<file path="config.mk">
export PLATFORM = sky130hd
export DESIGN_NAME = idiv_wb_ctrl
export DESIGN_NICKNAME = d
export VERILOG_FILES = /design/src/rtl/idiv_wb_ctrl.sv
export SDC_FILE = /design/constraint.sdc
export NUM_CORES = 1
export LEC_CHECK = 0
export BUFFER_PORTS_ARGS = -buffer_cell sky130_fd_sc_hd__buf_4
export CAP_MARGIN = 25
export CORE_MARGIN = 2
export CORE_UTILIZATION = 39
export DETAILED_ROUTE_END_ITERATION = 6
export PLACE_DENSITY_LB_ADDON = 0.15
export SLEW_MARGIN = 20
export SYNTH_ARGS = -nofsm -noshare
export SYNTH_HDL_FRONTEND = slang
export SYNTH_HIERARCHICAL = 1
export SYNTH_SLANG_ARGS = --single-unit
</file>
<file path="constraint.sdc">
create_clock -name clk_i -period 1.35 [get_ports clk_i]
set_clock_uncertainty 0.1 [all_clocks]
set_input_delay 0.3375 -clock clk_i [delete_from_list [all_inputs] [get_ports clk_i]]
set_output_delay 0.3375 -clock clk_i [all_outputs]
set_load 0.03 [all_outputs]
</file>
<file path="src/rtl/idiv_wb_ctrl.sv">
// Requester-side issue/writeback controller for the iterative integer divider.
// Holds one divide in flight, returns its result through the shared write port and flags hazards on its rd.
package idiv_wb_pkg;
    localparam int reg_data_width_gp = 32;
    localparam int reg_addr_width_gp = 5;

    typedef enum logic [1:0] {
        eDIV  = 2'd0,
        eDIVU = 2'd1,
        eREM  = 2'd2,
        eREMU = 2'd3
    } idiv_op_e;
endpackage

module idiv_wb_ctrl
    import idiv_wb_pkg::*;
#(
    parameter int data_width_p     = reg_data_width_gp,
    parameter int reg_addr_width_p = reg_addr_width_gp
) (
    input  logic                        clk_i,
    input  logic                        reset_i,
    input  logic                        v_i,
    output logic                        ready_o,
    input  logic [data_width_p-1:0]     rs1_i,
    input  logic [data_width_p-1:0]     rs2_i,
    input  logic [reg_addr_width_p-1:0] rd_i,
    input  idiv_op_e                    op_i,
    output logic                        div_v_o,
    output logic [data_width_p-1:0]     div_rs1_o,
    output logic [data_width_p-1:0]     div_rs2_o,
    output logic [reg_addr_width_p-1:0] div_rd_o,
    output idiv_op_e                    div_op_o,
    input  logic                        div_ready_and_i,
    input  logic                        div_v_i,
    input  logic [reg_addr_width_p-1:0] div_rd_i,
    input  logic [data_width_p-1:0]     div_result_i,
    output logic                        div_yumi_o,
    output logic                        rf_w_v_o,
    output logic [reg_addr_width_p-1:0] rf_w_addr_o,
    output logic [data_width_p-1:0]     rf_w_data_o,
    input  logic                        rf_w_grant_i,
    input  logic [reg_addr_width_p-1:0] haz_rs1_i,
    input  logic [reg_addr_width_p-1:0] haz_rs2_i,
    input  logic [reg_addr_width_p-1:0] haz_rd_i,
    output logic                        haz_stall_o
);

    typedef enum logic [1:0] {
        IDLE  = 2'd0,
        ISSUE = 2'd1,
        BUSY  = 2'd2,
        WB    = 2'd3
    } state_e;

    state_e                      state_q;
    logic [data_width_p-1:0]     rs1_q;
    logic [data_width_p-1:0]     rs2_q;
    logic [data_width_p-1:0]     result_q;
    logic [reg_addr_width_p-1:0] rd_q;
    idiv_op_e                    op_q;
    logic                        pending_q;
    logic                        ready_q;
    logic                        div_v_q;
    logic                        rf_w_v_q;

    logic                        accept_s;
    logic                        busy_s;
    logic                        capture_s;
    logic                        rd_zero_s;
    logic                        haz_match_s;

    // Handshake qualifiers; a result offered during reset is never consumed.
    always_comb begin
        accept_s  = v_i & ready_q;
        busy_s    = (state_q == BUSY);
        capture_s = busy_s & div_v_i & ~reset_i;
        rd_zero_s = (rd_q == {reg_addr_width_p{1'b0}});
    end

    // Decode conflicts with the in-flight rd; pending is never set for x0.
    always_comb begin
        haz_match_s = (haz_rs1_i == rd_q) | (haz_rs2_i == rd_q) | (haz_rd_i == rd_q);
    end

    // Controller FSM with latched request fields, captured result and registered outputs.
    always_ff @(posedge clk_i) begin
        if (reset_i) begin
            state_q   <= IDLE;
            rs1_q     <= {data_width_p{1'b0}};
            rs2_q     <= {data_width_p{1'b0}};
            result_q  <= {data_width_p{1'b0}};
            rd_q      <= {reg_addr_width_p{1'b0}};
            op_q      <= eDIV;
            pending_q <= 1'b0;
            ready_q   <= 1'b1;
            div_v_q   <= 1'b0;
            rf_w_v_q  <= 1'b0;
        end else begin
            case (state_q)
                IDLE: begin
                    if (accept_s) begin
                        rs1_q     <= rs1_i;
                        rs2_q     <= rs2_i;
                        rd_q      <= rd_i;
                        op_q      <= op_i;
                        pending_q <= (rd_i != {reg_addr_width_p{1'b0}});
                        ready_q   <= 1'b0;
                        div_v_q   <= 1'b1;
                        state_q   <= ISSUE;
                    end
                end
                ISSUE: begin
                    if (div_ready_and_i) begin
                        div_v_q <= 1'b0;
                        state_q <= BUSY;
                    end
                end
                BUSY: begin
                    if (capture_s) begin
                        result_q <= div_result_i;
                        if (rd_zero_s) begin
                            ready_q <= 1'b1;
                            state_q <= IDLE;
                        end else begin
                            rf_w_v_q <= 1'b1;
                            state_q  <= WB;
                        end
                    end
                end
                WB: begin
                    // Write fields stay frozen until the pipeline yields the port.
                    if (rf_w_grant_i) begin
                        rf_w_v_q  <= 1'b0;
                        pending_q <= 1'b0;
                        ready_q   <= 1'b1;
                        state_q   <= IDLE;
                    end
                end
                default: begin
                    pending_q <= 1'b0;
                    ready_q   <= 1'b1;
                    div_v_q   <= 1'b0;
                    rf_w_v_q  <= 1'b0;
                    state_q   <= IDLE;
                end
            endcase
        end
    end

    assign ready_o     = ready_q;
    assign div_v_o     = div_v_q;
    assign div_rs1_o   = rs1_q;
    assign div_rs2_o   = rs2_q;
    assign div_rd_o    = rd_q;
    assign div_op_o    = op_q;
    assign div_yumi_o  = capture_s;
    assign rf_w_v_o    = rf_w_v_q;
    assign rf_w_addr_o = rd_q;
    assign rf_w_data_o = result_q;
    assign haz_stall_o = pending_q & haz_match_s;

    idiv_wb_ctrl_chk #(
        .reg_addr_width_p(reg_addr_width_p)
    ) u_chk (
        .clk_i   (clk_i),
        .reset_i (reset_i),
        .busy_i  (busy_s),
        .div_v_i (div_v_i),
        .div_rd_i(div_rd_i),
        .rd_i    (rd_q)
    );

endmodule

// Protocol checks on the divider response side of the controller.
module idiv_wb_ctrl_chk #(
    parameter int reg_addr_width_p = 5
) (
    input  logic                        clk_i,
    input  logic                        reset_i,
    input  logic                        busy_i,
    input  logic                        div_v_i,
    input  logic [reg_addr_width_p-1:0] div_rd_i,
    input  logic [reg_addr_width_p-1:0] rd_i
);

    a_result_only_when_busy: assert property (
        @(posedge clk_i) disable iff (reset_i) div_v_i |-> busy_i
    );

    a_result_rd_matches: assert property (
        @(posedge clk_i) disable iff (reset_i) (busy_i && div_v_i) |-> (div_rd_i == rd_i)
    );

endmodule
</file>
Word level (Yosys, flattened, before mapping)
Cells that the tools add are included.

storage, ports and cells
  ROM bits = 0
  memories = 0
  word-level logic and storage cells = 63
  bits in latches = 0
  register bits after elaboration = 109
  memory bits (writable) = 0

cells by class
  reduce and logical (&&, ||, !) cells = 14
  add/subtract/negate cells = 0
  divide/modulo/power cells = 0
  bitwise operators = 7
  order comparisons = 0
  multiply operators = 0
  mux-type cells = 20
  equality and inequality tests = 12
  shift-type cells = 0

operators by type and width
  operator                                       count
  == test 5 bit                                  3
  2-to-1 mux 1 bit                               10
  2-to-1 mux 2 bit                               5
  != test 2 bit, second input constant           5
  one-hot mux 2 bit (4 select lines)             1
  AND reduction 4 bit                            2
  one-hot mux 1 bit (2 select lines)             3
  AND reduction 3 bit                            2
  nonzero test 2 bit                             3
  logical NOT 5 bit                              1
  AND reduction 5 bit                            1
  nonzero test 5 bit                             1
  bitwise AND 1 bit                              4
  == test 2 bit, second input constant           2
  AND reduction 2 bit                            2
  one-hot mux 1 bit (3 select lines)             1
  nonzero test 3 bit                             1
  == test 2 x 1 -> 1 bit, second input constant  1
  logical NOT 2 bit                              1
  != test 2 x 1 -> 1 bit, second input constant  1
  OR 1 bit                                       2
  NOT 1 bit                                      1

Longest topological paths before layout
  word-level depth = 5
  depth in mapped cells = 6
  gate-level depth less buffers = 4

Worst setup path after synthesis
No wires, ideal clock.

  kind = reg2out
  start point = register rd_q[4] (netlist: div_rd_o[4])
  end point = output haz_stall_o
  cell stages (with the launch flop) = 6
  data required time = 0.912 ns
  buffers on the path = 1
  arrival = 1.387 ns
  path slack = -0.475 ns
  path through = dfxtp_1 buf_2 xnor2_1 nand4_1 o22ai_1 o21a_1

on the way
  word-level cells in the longest chain between the ends = 4

ends and longest elaborated chain
  what                    RTL line  text
  start, declared         60        logic [reg_addr_width_p-1:0] rd_q;
  start signal, assigned  93        rd_q <= {reg_addr_width_p{1'b0}};
  start signal, assigned  105       rd_q <= rd_i;
  == test 5 bit           83        haz_match_s = (haz_rs1_i == rd_q) | (haz_rs2_i == rd_q) | (haz_rd_i == rd_q);
  OR 1 bit                83
  OR 1 bit *              83
  bitwise AND 1 bit *     161       assign haz_stall_o = pending_q & haz_match_s;
  end, declared           46        output logic haz_stall_o

Mark *: on every way between the ends. The rest lies on a longest branch, timed or not.

Worst setup path after layout
Same ends and word-level chain as after synthesis.

==> impl_metrics.csv <==
group,metric,value,unit
yosys,synth_common_cells,"nand2_1 (210), dfxtp_1 (109), a21oi_1 (106)",
yosys,synth_most_common_cell,"nand2_1",
critical_path,rr_worst_depth,5,
yosys,synth_edf_count,0,
final_layout,final_util,88.2,%
worst_hold_path,whs_path_depth,3,
grt,grt_overflow,0,
sta,relSlewSlack,64.3,%
yosys,yosysTopAreaCell,"dfxtp_1",
sta,finalMaxSlewViolations,0,
sta,period_needed,1.98,ns
die,die-area,11300,um2
sta,tightest_slew,0.535,ns
yosys,ys_async_sr_fraction,0,%
cts,clock-sinks,109,
power_and_ir_drop,leakage,4.18,nW
critical_path,required,0.91,ns
placed_design,place_area,6090,um2
detailed_routing,route.antenna.remaining_nets,0,
cts,numCtsBuffers,9,
outcome,status,"finished with violations",
power_and_ir_drop,p_per_area,1500,nW/um2
final_layout,nNetsFinal,941,
power_and_ir_drop,vdd.ir_drop.worst,817,uV
yosys,synth_xor_area_share,3.23,%
sta,hold_viol,0,
final_layout,postLayoutCellArea,9020,um2
detailed_routing,wl_per_cell,19.9,um
critical_path,end_kind,"output pin",
detailed_routing,first_iter_violations,204,
flow_run,maxCapViolCount,0,
yosys,synth_mux_area_share,0,%
grt,track_usage,28.0,%
detailed_routing,drt_wl_total,18900,um
sta,tns,-22.44,ns
yosys,syn_nets,647,
yosys,avgSynthCellArea,7.86,um2
yosys,yosys_warnings,6,
critical_path,crit_fanout,4,
yosys,synth_area,4070,um2
grt,grt_pass1_wl,24600,um
critical_path,cp.arrival,1.54,ns
yosys,synth_cell_types,32,
yosys,synth_seq_cells,109,
yosys,synth_top_family_by_area,"simple AND/OR/NAND/NOR gates",
outcome,violations,"setup timing",
sta,fmax,505,MHz
grt,grt_pass1_vias,4784,
yosys,synth_compound_area_share,15.5,%
yosys,synth_cells,518,
cts,cts.path.max_buffers,2,
die,die_w,106,um
placed_design,place_inst,870,
die,rows,37,
detailed_routing,dr.pass1.iters,4,
final_layout,syn_to_final_growth,122,%
detailed_routing,drt-vias-per-instance,5.15,
yosys,synth-seq-area-share,53.6,%
worst_hold_path,hold_end,"rf_w_data_o[21]$_SDFFE_PP0P_",
placed_design,pre_cts_ws,-0.304,ns
critical_path,reg2reg_slack,-0.37,ns
cts,clock_latency,0.37,ns
die,die_y,106,um
critical_path,worstSetupPathType,"flop to output pin",
critical_path,crit-reg2reg-launch,"div_rd_o[1]$_SDFFE_PP0P_",
grt,antenna_found_initial,0,
die,start_util,39.8,%
worst_hold_path,hold_start,"div_result_i[21]",
yosys,synthFlopType,"dfxtp_1",
detailed_routing,vias,4898,
final_layout,drive_above_1_share,85.9,%
worst_hold_path,hp-class,"input port to flop",
detailed_routing,drc,0,
sta,setup_violations,123,
final_layout,insertedDiodeCount,0,
yosys,synth_fa_ha_area_share,0,%
final_layout,final_cells,951,
cts,path_clk_slew,0.11,ns
sta,whs,0.0828,ns
placed_design,post-dp-hpwl,8500,um
cts,clockRootBuffer,"clkbuf_8",
grt,grt_max_degree,82,
critical_path,critPathLaunchType,"flop",
die,coreArea,10200,um2
cts,htree_levels,3,
yosys,synth_top_area_share,53.6,%
die,ios,242,
placed_design,gp_congestion,0.800,
yosys,synthSimpleGateAreaFrac,22.4,%
cts,cts_tree,"yes",
sta,grt_setup_unrepaired,"yes",
yosys,synth.area.top_cells,"dfxtp_1 (54%), nand2_1 (19%), a21oi_1 (13%), buf_2 (2.6%), xnor2_1 (2.4%)",
power_and_ir_drop,p_total,13.5,mW
cts,holdBufCountCts,0,
sta,layout_setup_ws,-0.629,ns
placed_design,port_buffers,236,
sta,timing.final.crit_share,147,%
critical_path,timing.rr.end,"state_q[1]$_SDFFE_PP0P_",
[sequential cells by signal, summed over array words and instances (netlist names), 2 cells and up]
register / count
div_rd_o: 5
state_q: 2
div_rs1_o: 32
div_op_o: 2
div_rs2_o: 32
rf_w_data_o: 32
[critical path, cell delays in order (launching register included)]
cell	delay [ns]
dfxtp_4	0.38
xnor2_1	0.20
nand4_1	0.13
o22ai_2	0.14
o21a_2	0.19
buf_6	0.13
[metal layers]
| layer | vias up | global-route usage (%) | share of wire (%) |
|---|---|---|---|
| met3 | 35 | 6.50 | 6.6 |
| met5 | - | 0 | 0 |
| li1 | 2270 | - | - |
| met4 | 0 | 9.77 | 2.6 |
| met2 | 215 | 48.2 | 52 |
| met1 | 2378 | 34.3 | 39 |
[where the power goes]
part,switching (mW),internal [mW],leakage [nW],total [mW]
combinational,3.85,3.49,3.16,7.33
sequential,0.438,3.77,0.930,4.20
clock,1.14,0.843,0.0925,1.98
[cell type report]
type | instances | area, um2
Tap cell | 136 | 170
Multi-Input combinational cell | 365 | 3120
Inverter | 3 | 11.3
Clock buffer | 10 | 128
Sequential cell | 109 | 2320
Fill cell | 484 | 1210
Timing Repair Buffer | 324 | 3210
Clock inverter | 4 | 50.0
[cell usage in the layout, fill, tap and decap left out, types with 8 or more instances in the layout]
cell	instances
buf_4	200
nand2_4	118
nand2_1	55
buf_12	18
buf_16	8
clkbuf_8	9
a21oi_2	100
dfxtp_2	76
nand2_2	37
dfxtp_1	21
dfxtp_4	12
buf_6	93
[cell families after synthesis]
logic type / after synthesis
AO/OA/AOI/OAI: 119
flip-flops: 109
buffers and inverters: 45
AND/OR/NAND/NOR: 230
XOR/XNOR: 15
[worst max-delay path by stage]
stage          cells after the start                     start                 endpoint  slack (ns)
2_1_floorplan                      4  div_rd_o[0]$_SDFFE_PP0P_  state_q[1]$_SDFFE_PP0P_       -0.18
3_3_place_gp                       6               haz_rd_i[2]              haz_stall_o       -0.24
3_5_place_dp                       6               haz_rd_i[1]              haz_stall_o       -0.30
4_1_cts                            5  div_rd_o[4]$_SDFFE_PP0P_              haz_stall_o       -0.59
5_1_grt                            5  div_rd_o[4]$_SDFFE_PP0P_              haz_stall_o       -0.67
6_report                           5  div_rd_o[4]$_SDFFE_PP0P_              haz_stall_o       -0.63
[what timing repair did]
| item | CTS | global route |
|---|---|---|
| gates cloned | 22 | 1 |
| gates resized for setup | 290 | 335 |
| endpoints found under the setup margin | 124 | 211 |
| pin swaps | 119 | 118 |
| setup buffers | 29 | 40 |
Power figures use the tool's default switching activity.
